`src/rtl/fifo_pkg.sv`:
```
// Shared Gray/binary helpers and default sizing for the async FIFO pointer logic.
// Latency: none, pure functions and constants.
// Backpressure: not applicable.
//
// Used by both the write-side full logic and the read-side empty logic.
// The functions work on a fixed wide vector; callers zero-extend their
// ADDRSIZE+1 bit pointers and keep the low bits, so one definition serves
// every pointer width below PTR_MAX_W.
package fifo_pkg;

  localparam int DEF_ADDRSIZE = 4;
  localparam int DEPTH        = 2 ** DEF_ADDRSIZE;
  localparam int PTR_MAX_W    = 32;

  typedef logic [PTR_MAX_W-1:0] ptr_max_t;

  function automatic ptr_max_t bin2gray(input ptr_max_t b);
    return b ^ (b >> 1);
  endfunction

  // Prefix XOR from the MSB down: bit i becomes the XOR of bits [W-1:i].
  function automatic ptr_max_t gray2bin(input ptr_max_t g);
    ptr_max_t b;
    b = g;
    for (int s = 1; s < PTR_MAX_W; s = s * 2) begin
      b = b ^ (b >> s);
    end
    return b;
  endfunction

endpackage

```
`src/rtl/wptr_full_level_if.sv`:
```
// Write-domain bus of the async FIFO pointer block.
// Latency: n/a (signal bundle only).
// Backpressure: writer must honour wfull; a write while full is dropped and flagged.
//
// Ports: winc/wclr_ovf/wq2_rptr flow into the pointer logic; waddr, wptr,
// wfull, walmost_full, wcount and woverflow flow out of it.
interface wptr_full_level_if #(
  parameter int ADDRSIZE = 4
);

  logic                winc;
  logic                wclr_ovf;
  logic [ADDRSIZE:0]   wq2_rptr;
  logic [ADDRSIZE-1:0] waddr;
  logic [ADDRSIZE:0]   wptr;
  logic                wfull;
  logic                walmost_full;
  logic [ADDRSIZE:0]   wcount;
  logic                woverflow;

  // Writer / synchronizer side.
  modport master (
    output winc, wclr_ovf, wq2_rptr,
    input  waddr, wptr, wfull, walmost_full, wcount, woverflow
  );

  // Pointer and flag logic.
  modport slave (
    input  winc, wclr_ovf, wq2_rptr,
    output waddr, wptr, wfull, walmost_full, wcount, woverflow
  );

endinterface

```
`src/rtl/wptr_full_level_gray2bin.sv`:
```
// Gray-to-binary conversion of the synchronized read pointer.
// Latency: combinational.
// Backpressure: not applicable.
//
// Ports: gray (W bits in), bin (W bits out).
module wptr_full_level_gray2bin
  import fifo_pkg::*;
#(
  parameter int W = 5
) (
  input  logic [W-1:0] gray,
  output logic [W-1:0] bin
);

  ptr_max_t           bin_full;
  logic [PTR_MAX_W-1:W] unused_bin_hi;

  assign bin_full      = gray2bin(ptr_max_t'(gray));
  assign bin           = bin_full[W-1:0];
  // Zero-extended input, so these upper bits are always zero.
  assign unused_bin_hi = bin_full[PTR_MAX_W-1:W];

endmodule

```
`src/rtl/wptr_full_level.sv`:
```
// Write pointer, full / almost-full / fill-level / sticky overflow for the async FIFO.
// Latency: all outputs registered; one wclk edge from winc or wq2_rptr change to outputs.
// Backpressure: wfull blocks writes; a write attempted while full is dropped and sets woverflow.
//
// Ports: wclk, wrst_n (async active-low), w (slave modport: winc, wclr_ovf,
// wq2_rptr in; waddr, wptr, wfull, walmost_full, wcount, woverflow out).
module wptr_full_level
  import fifo_pkg::*;
#(
  parameter int ADDRSIZE  = 4,
  parameter int AF_MARGIN = 2
) (
  input  logic              wclk,
  input  logic              wrst_n,
  wptr_full_level_if.slave  w
);

  localparam int FIFO_DEPTH = 2 ** ADDRSIZE;

  typedef logic [ADDRSIZE:0] ptr_t;

  localparam ptr_t AF_THRESH = ptr_t'(FIFO_DEPTH - AF_MARGIN);

  ptr_t wbin;
  ptr_t wptr_r;
  ptr_t wcount_r;
  logic wfull_r;
  logic walmost_full_r;
  logic woverflow_r;

  logic     wen;
  ptr_t     wbinnext;
  ptr_t     wgraynext;
  ptr_t     rq2bin;
  ptr_t     wcount_next;
  ptr_t     full_cmp;
  logic     wfull_val;
  logic     walmost_full_val;
  logic     woverflow_next;
  ptr_max_t gray_full;
  logic [PTR_MAX_W-1:ADDRSIZE+1] unused_gray_hi;

  assign wen       = w.winc & ~wfull_r;
  assign wbinnext  = wbin + {{ADDRSIZE{1'b0}}, wen};
  assign gray_full = bin2gray(ptr_max_t'(wbinnext));
  assign wgraynext = gray_full[ADDRSIZE:0];
  // Zero-extended input, so these upper bits are always zero.
  assign unused_gray_hi = gray_full[PTR_MAX_W-1:ADDRSIZE+1];

  wptr_full_level_gray2bin #(
    .W (ADDRSIZE + 1)
  ) u_rq2bin (
    .gray (w.wq2_rptr),
    .bin  (rq2bin)
  );

  // Full when the write pointer is exactly one lap ahead: in Gray code that
  // means the top two bits are inverted and the rest match.
  assign full_cmp  = {~w.wq2_rptr[ADDRSIZE:ADDRSIZE-1], w.wq2_rptr[ADDRSIZE-2:0]};
  assign wfull_val = (wgraynext == full_cmp);

  // The read pointer is stale, so this can only over-estimate the level.
  assign wcount_next      = wbinnext - rq2bin;
  assign walmost_full_val = (wcount_next >= AF_THRESH);

  // Set has priority over clear so an overflow in the clearing cycle is kept.
  assign woverflow_next = (w.winc & wfull_r) | (woverflow_r & ~w.wclr_ovf);

  always_ff @(posedge wclk or negedge wrst_n) begin
    if (!wrst_n) begin
      wbin           <= '0;
      wptr_r         <= '0;
      wcount_r       <= '0;
      wfull_r        <= 1'b0;
      walmost_full_r <= 1'b0;
      woverflow_r    <= 1'b0;
    end else begin
      wbin           <= wbinnext;
      wptr_r         <= wgraynext;
      wcount_r       <= wcount_next;
      wfull_r        <= wfull_val;
      walmost_full_r <= walmost_full_val;
      woverflow_r    <= woverflow_next;
    end
  end

  assign w.waddr        = wbin[ADDRSIZE-1:0];
  assign w.wptr         = wptr_r;
  assign w.wcount       = wcount_r;
  assign w.wfull        = wfull_r;
  assign w.walmost_full = walmost_full_r;
  assign w.woverflow    = woverflow_r;

endmodule
```
`src/flat_wrapper.sv`:
```
// flat-port wrapper written by rule: the top's interface ports become plain ports
module wptr_full_level_flat import fifo_pkg::*;
#(
  parameter int ADDRSIZE  = 4,
  parameter int AF_MARGIN = 2
)
  (wclk, wrst_n, w_winc, w_wclr_ovf, w_wq2_rptr, w_waddr, w_wptr, w_wfull, w_walmost_full, w_wcount, w_woverflow);
  wptr_full_level_if #(.ADDRSIZE(ADDRSIZE)) w_i ();
  input  logic wclk;
  input  logic wrst_n;
  input wire logic [$bits(w_i.winc)-1:0] w_winc;
  input wire logic [$bits(w_i.wclr_ovf)-1:0] w_wclr_ovf;
  input wire logic [$bits(w_i.wq2_rptr)-1:0] w_wq2_rptr;
  output wire logic [$bits(w_i.waddr)-1:0] w_waddr;
  output wire logic [$bits(w_i.wptr)-1:0] w_wptr;
  output wire logic [$bits(w_i.wfull)-1:0] w_wfull;
  output wire logic [$bits(w_i.walmost_full)-1:0] w_walmost_full;
  output wire logic [$bits(w_i.wcount)-1:0] w_wcount;
  output wire logic [$bits(w_i.woverflow)-1:0] w_woverflow;
  assign w_i.winc = w_winc;
  assign w_i.wclr_ovf = w_wclr_ovf;
  assign w_i.wq2_rptr = w_wq2_rptr;
  assign w_waddr = w_i.waddr;
  assign w_wptr = w_i.wptr;
  assign w_wfull = w_i.wfull;
  assign w_walmost_full = w_i.walmost_full;
  assign w_wcount = w_i.wcount;
  assign w_woverflow = w_i.woverflow;
  wptr_full_level #(.ADDRSIZE(ADDRSIZE), .AF_MARGIN(AF_MARGIN)) u_core (.wclk(wclk), .wrst_n(wrst_n), .w(w_i));
endmodule
```
`config.mk`:
```
export PLATFORM = sky130hd
export DESIGN_NAME = wptr_full_level_flat
export DESIGN_NICKNAME = d
export VERILOG_FILES = /design/src/rtl/fifo_pkg.sv /design/src/rtl/wptr_full_level_if.sv /design/src/rtl/wptr_full_level_gray2bin.sv /design/src/rtl/wptr_full_level.sv /design/src/flat_wrapper.sv
export SDC_FILE = /design/constraint.sdc
export NUM_CORES = 1
export LEC_CHECK = 0
export CAP_MARGIN = 20
export CORE_MARGIN = 8
export CORE_UTILIZATION = 40
export CTS_CLUSTER_SIZE = 28
export DETAILED_ROUTE_END_ITERATION = 6
export PLACE_DENSITY_LB_ADDON = 0.1
export SLEW_MARGIN = 15
export SYNTH_ARGS = -nofsm -noshare
export SYNTH_HDL_FRONTEND = slang
export SYNTH_HIERARCHICAL = 1
export SYNTH_SLANG_ARGS = --single-unit
export TNS_END_PERCENT = 5
```
`constraint.sdc`:
```
create_clock -name wclk -period 5.3 [get_ports wclk]
set_input_delay 1.59 -clock wclk [delete_from_list [all_inputs] [get_ports wclk]]
set_output_delay 1.59 -clock wclk [all_outputs]
set_load 0.01 [all_outputs]
```
==> results.json <==
{
  "status": "completed",
  "hold_ws_ns": 0.555,
  "hpwl_mm": 1.47,
  "finalMaxSlewViolations": 0,
  "rows": 17,
  "required_ns": 5.49,
  "cts_tree": "built",
  "setup.worst_path.start": "w_winc",
  "cpMostUsedCell": "ha_1",
  "place.gp.congestion": 0.758,
  "grt_max_degree": 18,
  "cp_top_family": "adder cells",
  "yosys-top-cells-count": "dfrtp_1, xor2_1, inv_1, xnor2_1, ha_1",
  "finalSetupViolations": 0,
  "cts_max_level": 1,
  "drc_errors": 0,
  "synth_area_leaders": "dfrtp_1, xor2_1, xnor2_1",
  "start_util": 0.424,
  "relSlewSlack": 0.516,
  "min_period_over_period": 0.735,
  "rsz0062_at_grt": "false",
  "crit_type": "primary input to flip-flop",
  "syn2layout_area_growth_pct": 31.4,
  "cp_slowest_cell": "clkdlybuf4s50_1",
  "p_leak_nw": 0.571,
  "cp_slowest_stage_delay_ns": 0.48,
  "top_layer_used": "met4",
  "final.setup.worst_slack_ns": 1.40,
  "wl_met3_um": 121,
  "clockBufferDepth": 2,
  "yosys.area.top_type": "dfrtp_1",
  "ctsHoldBuffers": 0,
  "via_per_inst": 4.64,
  "finalClockSkew_ns": 0.00606,
  "synth_cell_types": 23,
  "pin_count": 26,
  "min_from": "u_core/w.wfull",
  "setup_tns_ns": 0,
  "drt_wl_total_mm": 1.83,
  "setup.worst_path.end_class": "flip-flop",
  "grt_pass1_vias": 697,
  "finalWorstPathRequiredPeriod_ns": 3.90,
  "dr_total_vias": 640,
  "worst-path-buf-inv": 1,
  "post_cts_buffers": 0,
  "antenna_found_initial": 0,
  "core_um2": 2230,
  "clk_pin_slew_ns": 0.10,
  "dp_cells": 134,
  "cap_violations": 0,
  "drt_iter0_markers": 10,
  "r2r_start": "u_core/w.wfull",
  "synth_nets": 100,
  "drive_gt1_frac": 0.0636,
  "r2r_end": "u_core/w.walmost_full",
  "grt_overflow": 0,
  "cts_buffers": 3,
  "synthArstFlopShare": 1.00,
  "cp.arrival_ns": 4.08,
  "yosysMostFrequentCell": "dfrtp_1",
  "min_to": "u_core/w.woverflow",
  "fin_nets": 127,
  "place_ws_ns": 1.09,
  "fmax_mhz": 257,
  "n_antenna_cell": 0,
  "netlist_area_um2": 947,
  "ant_nets": 0,
  "ys_seq_elements": 17,
  "hold_viol": 0,
  "grt_pass1_wl_mm": 3.09,
  "wl_per_cell_um": 13.3,
  "synth_top_cell_area_share": 0.449,
  "start_kind": "primary input",
  "powerDensity_nw_per_um2": 723,
  "ys_seq_area_frac": 0.449,
  "ff2ff_setup_slack_ns": 2.80,
  "fp.dieArea_um2": 4180,
  "wl_met2_um": 843,
  "die_w_um": 64.7,
  "dr.pass1.iters": 4,
  "netlist_instances": 84,
  "worst_pin_slew_ns": 0.723,
  "cts_resized": 0,
  "fp.dieH_um": 64.7,
  "stdcell_count": 138,
  "cts.sinks": 17,
  "whs_path_depth": 2,
  "finalPower_uw": 900,
  "wl_met1_um": 822,
  "synth_edf_count": 0,
  "clk_latency_ns": 0.29,
  "cp_max_fo": 8,
  "ys.warnings.count": 6,
  "ys.flop_type": "dfrtp_1",
  "post_synth.cell_area_avg_um2": 11.3,
  "ff2ff_path_depth": 9,
  "cp_cell_sequence": "clkdlybuf4s50_1 -> nor2b_1 -> ha_1 -> ha_1 -> xor2_1 -> ha_1 -> a21o_1 -> a21oi_1 -> xnor2_1 -> a31o_2",
  "grt.total_usage": 0.0938,
  "peakVddDrop_mv": 0.483,
  "clockRootBuffer": "clkbuf_4",
  "io_buffers": 25,
  "hold_class": "flip-flop to flip-flop"
}
worst min-delay path, cell delays in order, from the launching register on:
cell and delay, ns:
dfrtp_1 0.38, nand2_1 0.07, o21ai_0 0.08
cells in the final DEF (no fill, tap or decap):
cell type,Yosys,routed
nor3_1,1,1
fa_1,1,1
a21oi_1,3,3
nor4_2,1,1
nand2_1,2,2
xor2_2,1,1
nand3_1,3,3
clkinv_2,0,1
clkdlybuf4s50_1,0,25
clkbuf_4,0,3
a31o_1,1,1
nor3b_1,1,1
and3b_1,1,1
inv_1,11,11
or3_1,1,1
xnor3_1,1,1
a21o_1,2,2
a31o_2,1,1
dfrtp_1,17,17
xor2_1,13,13
nor2b_1,3,3
ha_1,6,6
xnor2_1,9,9
o21ai_0,2,2
cells by family (layout without fill, tap and decap cells):
group,after synthesis,count (layout),share of synthesized area
fa+ha+maj,7,7,0.100
xor+xnor,24,24,0.244
flops,17,17,0.449
simple gates,13,13,0.0859
buf+inv,14,40,0.0595
compound gates,9,9,0.0608
power breakdown:
part / internal (mW) / leakage, nW / switching, mW
registers: 0.205 / 0.203 / 0.0421
clock network: 0.0281 / 0.0177 / 0.0418
logic: 0.301 / 0.350 / 0.282
how the worst max path moves through the flow:
stage                            endpoint  slack [ns]  depth (start not counted)
floorplan           u_core/w.walmost_full        1.70                         10
global placement    u_core/w.walmost_full        1.15                         10
detailed placement  u_core/w.walmost_full        1.09                         10
CTS                 u_core/w.walmost_full        1.39                         10
global route        u_core/w.walmost_full        1.23                         10
finish              u_core/w.walmost_full        1.40                         10
final cells by class:
cell class	count	area [um^2]
Sequential cell	17	425
Clock buffer	3	22.5
Multi-Input combinational cell	53	465
Fill cell	198	988
Timing Repair Buffer	25	250
Tap cell	28	35.0
Inverter	11	41.3
Clock inverter	1	5.00
per-layer routing:
layer / track usage / vias to the layer above
li1: - / 320
met1: 0.106 / 293
met3: 0.0309 / 6
met5: 0 / -
met4: 0.0572 / 0
met2: 0.150 / 21
flip-flops by register name, indices dropped and copies added (netlist names):
name                   flops
u_core/w.walmost_full      1
u_core/w.wcount            5
u_core/w.wfull             1
u_core/w.woverflow         1
u_core/w.wptr              4
u_core/wbin                5
stage by stage:
step / util / area [um^2]
6_report: 0.557 / 1240
5_1_grt: 0.557 / 1240
3_3_place_gp: 0.545 / 1220
3_5_place_dp: 0.545 / 1220
2_1_floorplan: - / 947
4_1_cts: 0.557 / 1240
(Power assumes the default switching activity.)
